[src/rtl/jt900h_memctl.sv]
// jt900h_memctl: memory-side stage below the jt900h RAM port.
// Turns the core's zero-wait port into a stalled access on either a
// fixed-wait-state RAM or a handshaked ROM, gating the core clock enable
// until the requested word is valid.
//
// Handshake: the core is frozen (cpu_cen low) on every cycle that is not a
// hit. A hit means the last completed access matches the current word
// address and byte enables. Only then does the core advance. The core's
// outputs are therefore stable for the whole backend access. rom_cs is a
// level request held until rom_ok or timeout. rom_ok is honoured only while
// the request is pending.
module jt900h_memctl #(
    parameter logic [23:0] ROM_BASE = 24'h200000,
    parameter int          RAM_WS   = 2,
    parameter int          TIMEOUT  = 64
) (
    input  logic        clk,
    input  logic        rst_n,
    input  logic        cen_in,
    output logic        cpu_cen,
    input  logic [23:0] cpu_addr,
    input  logic [15:0] cpu_din,
    input  logic [1:0]  cpu_we,
    output logic [15:0] cpu_dout,
    output logic        ram_cs,
    output logic [22:0] ram_addr,
    output logic [15:0] ram_din,
    output logic [1:0]  ram_we,
    input  logic [15:0] ram_dout,
    output logic        rom_cs,
    output logic [22:0] rom_addr,
    input  logic        rom_ok,
    input  logic [15:0] rom_data,
    output logic        bus_err
);

    typedef enum logic [1:0] {
        ST_IDLE  = 2'd0,
        ST_RAMWS = 2'd1,
        ST_ROMWT = 2'd2,
        ST_DONE  = 2'd3
    } state_t;

    localparam logic [7:0] WS_INIT = 8'(RAM_WS);
    localparam logic [7:0] TO_LAST = 8'(TIMEOUT - 1);

    state_t      r_state;
    logic [22:0] r_addr;
    logic [1:0]  r_we;
    logic [15:0] r_din;
    logic [22:0] r_last_addr;
    logic [1:0]  r_last_we;
    logic        r_valid;
    logic [7:0]  r_cnt;
    logic [15:0] r_dout;
    logic        r_bus_err;

    logic        w_hit;
    logic        w_rom_sel;

    // Hit and region decode from the live core request
    always_comb begin
        w_hit     = r_valid && (cpu_addr[23:1] == r_last_addr) && (cpu_we == r_last_we);
        w_rom_sel = (cpu_addr >= ROM_BASE);
    end

    // Backend strobes are pure decodes of the registered state
    always_comb begin
        cpu_cen  = cen_in && (r_state == ST_IDLE) && w_hit;
        ram_cs   = (r_state == ST_RAMWS);
        ram_addr = r_addr;
        ram_din  = r_din;
        ram_we   = (r_state == ST_RAMWS) ? r_we : 2'b00;
        rom_cs   = (r_state == ST_ROMWT);
        rom_addr = r_addr;
        cpu_dout = r_dout;
        bus_err  = r_bus_err;
    end

    // Access FSM: miss capture, RAM wait count, ROM wait/timeout, commit
    always_ff @(posedge clk or negedge rst_n) begin
        if (!rst_n) begin
            r_state     <= ST_IDLE;
            r_addr      <= '0;
            r_we        <= '0;
            r_din       <= '0;
            r_last_addr <= '0;
            r_last_we   <= '0;
            r_valid     <= 1'b0;
            r_cnt       <= '0;
            r_dout      <= '0;
            r_bus_err   <= 1'b0;
        end else begin
            r_bus_err <= 1'b0;
            case (r_state)
                ST_IDLE: begin
                    if (cen_in && !w_hit) begin
                        r_addr <= cpu_addr[23:1];
                        r_we   <= cpu_we;
                        r_din  <= cpu_din;
                        if (w_rom_sel) begin
                            if (cpu_we != 2'b00) begin
                                // ROM is read-only: flag and complete without access
                                r_bus_err <= 1'b1;
                                r_state   <= ST_DONE;
                            end else begin
                                r_cnt   <= '0;
                                r_state <= ST_ROMWT;
                            end
                        end else begin
                            r_cnt   <= WS_INIT;
                            r_state <= ST_RAMWS;
                        end
                    end
                end
                ST_RAMWS: begin
                    if (r_cnt == 8'd0) begin
                        if (r_we == 2'b00) begin
                            r_dout <= ram_dout;
                        end
                        r_state <= ST_DONE;
                    end else begin
                        r_cnt <= r_cnt - 8'd1;
                    end
                end
                ST_ROMWT: begin
                    // rom_ok has priority over the timeout on the same cycle
                    if (rom_ok) begin
                        r_dout  <= rom_data;
                        r_state <= ST_DONE;
                    end else if (r_cnt == TO_LAST) begin
                        r_dout    <= 16'hFFFF;
                        r_bus_err <= 1'b1;
                        r_state   <= ST_DONE;
                    end else begin
                        r_cnt <= r_cnt + 8'd1;
                    end
                end
                ST_DONE: begin
                    r_valid     <= 1'b1;
                    r_last_addr <= r_addr;
                    r_last_we   <= r_we;
                    r_cnt       <= '0;
                    r_state     <= ST_IDLE;
                end
                default: r_state <= ST_IDLE;
            endcase
        end
    end

endmodule
[config.mk]
export PLATFORM = sky130hd
export DESIGN_NAME = jt900h_memctl
export DESIGN_NICKNAME = d
export VERILOG_FILES = /design/src/rtl/jt900h_memctl.sv
export SDC_FILE = /design/constraint.sdc
export NUM_CORES = 1
export LEC_CHECK = 0
export ABC_AREA = 1
export CAP_MARGIN = 40
export CORE_ASPECT_RATIO = 0.8
export CORE_UTILIZATION = 30
export DETAILED_ROUTE_END_ITERATION = 10
export HOLD_SLACK_MARGIN = 0.12
export PLACE_DENSITY = 0.55
export SETUP_SLACK_MARGIN = 0.1
export SYNTH_ARGS = -nofsm -noshare
export SYNTH_HDL_FRONTEND = slang
export SYNTH_SLANG_ARGS = --single-unit
export TNS_END_PERCENT = 5
[constraint.sdc]
create_clock -name clk -period 6.3 [get_ports clk]
set_clock_uncertainty 0.1 [all_clocks]
set_input_delay 1.575 -clock clk [delete_from_list [all_inputs] [get_ports clk]]
set_output_delay 1.575 -clock clk [all_outputs]
set_load 0.05 [all_outputs]
==> results.md, run 1 <==
* Detailed Route Iter0 Violations at 189
* Vias in the first global route at between 4000 and 5000
* Drt via density at around 4.5
* Hold depth at 2
* RR Endpoint: r_cnt[7]$_DFFE_PN0P_
* Mean Syn Cell Area at between 7 and 8 um2
* Buffers & Inverters on Critical Path at 2
* Cts bufs inserted at 9
* Final slew viol count at 0
* PortBufs at between 150 and 200
* Number of max-cap violations at 0
* Worst-Margin Slew at between 0.8 and 0.9 ns
* CTS tree: built
* Pwr Density at between 600 and 700 nW/um2
* Post-CTS Setup Repair Bufs at 0
* DRT Pass-1 Iters at 5
* Status: finished clean
* Most frequent cells in the layout: nand2_1, clkdlybuf4s50_1, dfrtp_1
* Setup slack at placement at between 1 and 1.5 ns
* Endpoints failing hold at 0
* Area after DPL at 6817 um2
* Most used cell, CP: nor2_1
* Hold EP: ram_din[1]$_DFFE_PN0P_
* Final Total Pwr at 4304 uW
* Resized cells post-CTS at 0
* Vias post-DR at between 4000 and 5000
* Global-route wire length before repair at about 23000 um
* RSZ-0062 raised after global routing: no
* Top delay family on crit path: buffers and inverters
* Die ar. at approximately 18000 um2
* Layout cells sized above 1 at between 6 and 7%
* Leak at around 0.0035 uW
* Avg WL per Cell at 14.22 um
* Register area share after synthesis at 44.95%
* Worst EP arrival at 3.14 ns
* Clock transition at path regs at 0.06 ns
* CP max stage cell: clkdlybuf4s50_1
* N_diodes at 0
* Maximum clock frequency at around 210 MHz
* Htree depth at 3
* FF+latch count, synth at 94
* R2R Path Start: r_state[0]$_DFFE_PN0P_
* Fin crit period at approximately 4.8 ns
* Syn. warnings at 0
* GRT overflow at 0
* Die Ht at 120.1 um
* Gr usage total at roughly 17%
* Final #Nets at roughly 900
* Count of different cell masters after synthesis at 32
* Initial antenna violation count at 1
* Final instance area at roughly 7100 um2
* Hold Startpoint: ram_din[1]$_DFFE_PN0P_
* Syn-to-layout area delta at 36.04%
* CTS root buf: clkbuf_16
* Worst-path maximum fanout at 4
* # DRC at 0
* CP Launch Point: cpu_addr[23]
* Crit-path cells: clkdlybuf4s50_1 > or2_1 > o21ai_1 > nor3_1 > nand2_1 > nor2_1 > nand2_2 > nor2_1 > buf_4
* Routed WL at approximately 15000 um
* Worst VDD drop at 0.0002879 V
* Mapped Cells at 684
* Initial Util at a little under a third
* Total core area at between 15000 and 20000 um2
* Slew HR at between 40% and 50%
* Largest net degree at the start of global routing at just over 60
* Crit share post-route at between 70% and 80%
* Setup TNS at 0 ns
* Final WS setup at between 1 and 1.5 ns
* Max stage delay on crit path at roughly 0.56 ns
* Syn nets at 773
* Num ports at between 150 and 200
* CP required at around 4.6 ns
* Detail Placement HPWL at between 10000 and 15000 um
* Crit Path Class: input pin to primary output
* CP endpoint kind: primary output
* Post-route ant nets at 0
* Cell area after synthesis at approximately 5200 um2
* FP Rows at 42
* Hold Buf Count CTS at 0
* CTS sink count at 94
* Most common cell after layout, fill and taps aside: nand2_1
* Hold Slack at 0.3714 ns
* Hold WC Path Type: flip-flop to flip-flop
* Routability Congestion at around 0.8
* Longest Clk Path Bufs at 2
* CP Launch Type: input pin
* Worst-Skew Late Latency at between 0.3 and 0.4 ns
* Final setup viols at 0
* Die width at around 150 um
* R2R depth at 13
* R2R Setup Slk at about 3.6 ns
-- Yosys cell counts (all sizes together) --
cell,n,share of area (%)
clkbuf,12,0.86
dfrtp,94,45
nor2,29,2.3
a21oi,5,0.48
ha,10,2.4
buf,36,5.5
nor4,1,0.24
xor2,4,0.67
o21ai,47,5.7
fa,1,0.38
nand3,66,6.3
nand2,260,19
and3,1,0.12
nand4,12,1.4
clkinv,2,0.14
or2,1,0.12
o21a,1,0.14
inv,71,5.1
xnor2,4,0.67
o22ai,18,2.2
nor3,9,1.2
-- worst max path at each step --
| stage | end | slack [ns] | cells past startpoint |
|---|---|---|---|
| finish | cpu_cen | 1.48 | 9 |
| floorplan | cpu_cen | 1.60 | 8 |
| detailed placement | cpu_cen | 1.46 | 9 |
| global placement | cpu_cen | 1.43 | 9 |
| CTS | cpu_cen | 1.45 | 9 |
| global route | cpu_cen | 1.36 | 9 |
-- worst register-to-register path, cell delays in order (launching register included) --
cell,delay (ns)
dfrtp_1,0.42
inv_1,0.10
ha_1,0.14
buf_4,0.28
inv_1,0.26
ha_1,0.42
a21oi_1,0.28
o21a_1,0.17
nand2_1,0.05
nand2_1,0.05
nand3_1,0.08
nor2_1,0.10
nand3_1,0.08
nand2_1,0.09
-- routing by layer --
metal	part of all wire (%)	global-route usage, %	vias up
met5	0	0	-
met4	0.41	4.545	0
met3	6.1	4.259	2
met2	44	25.26	111
met1	50	24.13	2136
li1	-	-	2411
-- report_power, final --
part	leakage [uW]	switching, uW	internal [uW]
registers	0.00118	204	877
logic	0.00213	1790	876
clock network	0.000152	232	327
-- metrics by stage --
step | util, % | cells
2_1_floorplan | - | 684
3_3_place_gp | 40.54 | 1022
3_5_place_dp | 40.54 | 1022
4_1_cts | 42.33 | 1038
5_1_grt | 42.33 | 1038
6_report | 42.33 | 1038
-- layout make-up --
cell class	instances	area, um2
Multi-Input combinational cell	469	2273
Inverter	73	274.0
Timing Repair Buffer	166	1642
Fill cell	1728	9698
Sequential cell	94	2352
Tap cell	220	275.3
Clock inverter	4	45.04
Clock buffer	12	256.5
-- registers in the layout (all words and copies together), names as in the netlist --
| signal | flops |
|---|---|
| r_valid | 1 |
| ram_addr | 23 |
| r_last_we | 2 |
| r_we | 2 |
| ram_din | 16 |
| r_state | 2 |
| r_last_addr | 23 |
| cpu_dout | 16 |
| bus_err | 1 |
| r_cnt | 8 |
-- logic make-up (layout without fill, tap and decap cells) --
logic type	after synthesis	in the layout	synth area share (%)
adders and majority gates	11	11	2.774
xor gates and xnor gates	8	8	1.339
AOI/OAI and AO/OA	71	71	8.489
buffers and inverters	121	255	11.60
and+or+nand+nor	379	379	30.85
DFF	94	94	44.95
Power figures use the tool's default switching activity.
==> inputs of run 2 (changes only) <==
Settings changed: PLACE_DENSITY 0.55 to 0.57.
Clock period 6.3 ns to 4 ns, I/O delays scaled along.
==> results.md, run 2 (synthesized netlist as in run 1, its figures left out) <==
* Status: finished clean
* Layout cells sized above 1 at 7.317% (+0.35 points)
* CTS root buf: clkbuf_16
* Final Util at 42.74% (+0.41 points)
* Clock transition at path regs at 0.06 ns (about the same)
* Post-CTS Setup Repair Bufs at 0 (unchanged)
* Worst-Margin Slew at 0.7061 ns (-0.09560 ns)
* Pwr Density at 953.4 nW/um2 (+58%)
* Routability Congestion at 0.8054 (+1.7%)
* Drt via density at 4.563 (+1.6%)
* Largest net degree at the start of global routing at 54 (-11%)
* # DRC at 0 (unchanged)
* Num ports at 162 (unchanged)
* Slew HR at 52.92% (+6.4 points)
* Final slew viol count at 0 (unchanged)
* Hold EP: ram_din[6]$_DFFE_PN0P_
* Worst-path maximum fanout at 2 (-2)
* Hold Buf Count CTS at 0 (unchanged)
* CTS sink count at 94 (unchanged)
* Vias in the first global route at 4490 (+3.9%)
* Final #Nets at 905 (+0.33%)
* RR Endpoint: r_cnt[7]$_DFFE_PN0P_
* Die Ht at 120.1 um (unchanged)
* Post-route ant nets at 0 (unchanged)
* PortBufs at 160 (unchanged)
* Initial Util at 31.12% (unchanged)
* Detail Placement HPWL at 10780 um (+2.2%)
* Total core area at 16820 um2 (unchanged)
* Longest Clk Path Bufs at 2 (unchanged)
* CP endpoint kind: primary output
* Gr usage total at 16.94% (about the same)
* Detailed Route Iter0 Violations at 219 (+16%)
* DRT Pass-1 Iters at 5 (unchanged)
* Crit share post-route at 92.89%
* Leak at 0.003491 uW (+0.91%)
* CTS tree: built
* R2R Setup Slk at 1.30 ns (-2.33 ns)
* Avg WL per Cell at 14.15 um (-0.44%)
* Most frequent cells in the layout: nand2_1, clkdlybuf4s50_1, dfrtp_1
* Die ar. at 17980 um2 (unchanged)
* Combinational power share at 61.4% (-0.5 points)
* Clock network power share at 13.6% (+0.6 points)
* FP Rows at 42 (unchanged)
* Hold WC Path Type: flip-flop to flip-flop
* Initial antenna violation count at 0 (-1)
* Top delay family on crit path: simple AND/OR/NAND/NOR gates
* Sw frac at 51.09% (-0.56 points)
* Int Power at 3351 uW (+61%)
* Routed WL at 14720 um (-0.24%)
* Syn-to-layout area delta at 37.35%
* CP required at 2.90 ns (-1.72 ns)
* Worst EP arrival at 2.62 ns (-0.52 ns)
* Most used cell, CP: nor2_1
* RSZ-0062 raised after global routing: no
* R2R depth at 13 (unchanged)
* Most common cell after layout, fill and taps aside: nand2_1
* CP max stage cell: clkdlybuf4s50_1
* R2R Path Start: r_state[0]$_DFFE_PN0P_
* N_diodes at 0 (unchanged)
* Resized cells post-CTS at 0 (unchanged)
* Setup TNS at 0 ns (unchanged)
* Fin crit period at 3.715 ns
* Final setup viols at 0 (unchanged)
* Cts bufs inserted at 9 (unchanged)
* Worst VDD drop at 0.0004750 V (+65%)
* Global-route wire length before repair at 23680 um (+2.0%)
* Maximum clock frequency at ~270 MHz
* Hold depth at 2 (unchanged)
* GRT overflow at 0 (unchanged)
* Htree depth at 3 (unchanged)
* Buffers & Inverters on Critical Path at 2 (unchanged)
* Crit-path cells: clkdlybuf4s50_1 > xnor2_1 > nand3_1 > nor2_1 > nand2_1 > nor2_1 > nand2_2 > nor2_1 > buf_12
* Die width at 149.7 um (unchanged)
* Endpoints failing hold at 0 (unchanged)
* Number of max-cap violations at 0 (unchanged)
* Crit Path Class: input pin to primary output
* Net switching power at 3501 uW (+57%)
* Max stage delay on crit path at 0.46 ns (-0.10 ns)
* Worst-Skew Late Latency at 0.35 ns (about the same)
* Hold Startpoint: ram_din[6]$_DFFE_PN0P_
* CP Launch Type: input pin
* Part of the power in registers at 24.9% (-0.2 points)
* Vias post-DR at 4745 (+1.8%)
==> run 2: cell types whose count changed in the layout (fill, tap and decap cells not counted) <==
cell       change
bufinv_16      +1
buf_4          +1
buf_12         +2
clkinv_2       -1
clkbuf_1       -1
==> run 2: layout make-up <==
| cell class | count | area [um2] |
|---|---|---|
| clock inverter | 4 | 70.07 |
| inverter | 73 | 274.0 |
| tap | 220 | 275.3 |
| sequential | 94 | 2352 |
| timing repair buffer | 169 | 1689 |
| clock buffer | 11 | 252.7 |
| fill | 1685 | 9629 |
| multi-input combinational | 469 | 2273 |
==> run 2: per-stage QoR <==
stage               std cells  setup WS, ns  hold slack (ns)  power (uW)  instance area, um2
floorplan                 684        0.4543           0.3401        4830                5233
global placement         1025        0.2634           0.3527        5928                6864
detailed placement       1025        0.2711           0.3587        5962                6864
CTS                      1040        0.2677           0.3754        6931                7187
global route             1040        0.1684           0.3847        7338                7187
finish                   1040        0.2845           0.3694        6852                7187
==> run 2: layer usage <==
metal / GRT usage [%] / up-vias / share of wire [%]
li1: - / 2417 / -
met1: 24.60 / 2210 / 51
met2: 25.26 / 105 / 43
met3: 3.308 / 13 / 4.7
met4: 4.987 / 0 / 1.2
met5: 0 / - / 0
==> run 2: worst max-delay path by stage <==
stage	startpoint	endpoint	slack [ns]	cells past startpoint
finish	cpu_addr[11]	cpu_cen	0.28	9
global route	cpu_addr[11]	cpu_cen	0.17	9
detailed placement	cpu_addr[11]	cpu_cen	0.27	9
CTS	cpu_addr[11]	cpu_cen	0.27	9
global placement	cpu_addr[11]	cpu_cen	0.26	9
floorplan	cpu_addr[11]	cpu_cen	0.45	8
==> run 2: tightest hold or removal path: cells and delay by family, from the launching register on <==
family / cells / cell delay [ns]
flip-flops: 1 / 0.34
AND/OR/NAND/NOR: 2 / 0.10
==> run 2: power groups by stage <==
| stage | Sequential [uW] | Clock [uW] | Combinational (uW) |
|---|---|---|---|
| 6_report | 1710 | 935 | 4210 |
| 4_1_cts | 1720 | 971 | 4240 |
| 5_1_grt | 1770 | 1010 | 4560 |
| 3_3_place_gp | 1720 | 0 | 4210 |
| 3_5_place_dp | 1730 | 0 | 4230 |
| 2_1_floorplan | 2590 | 0 | 2250 |
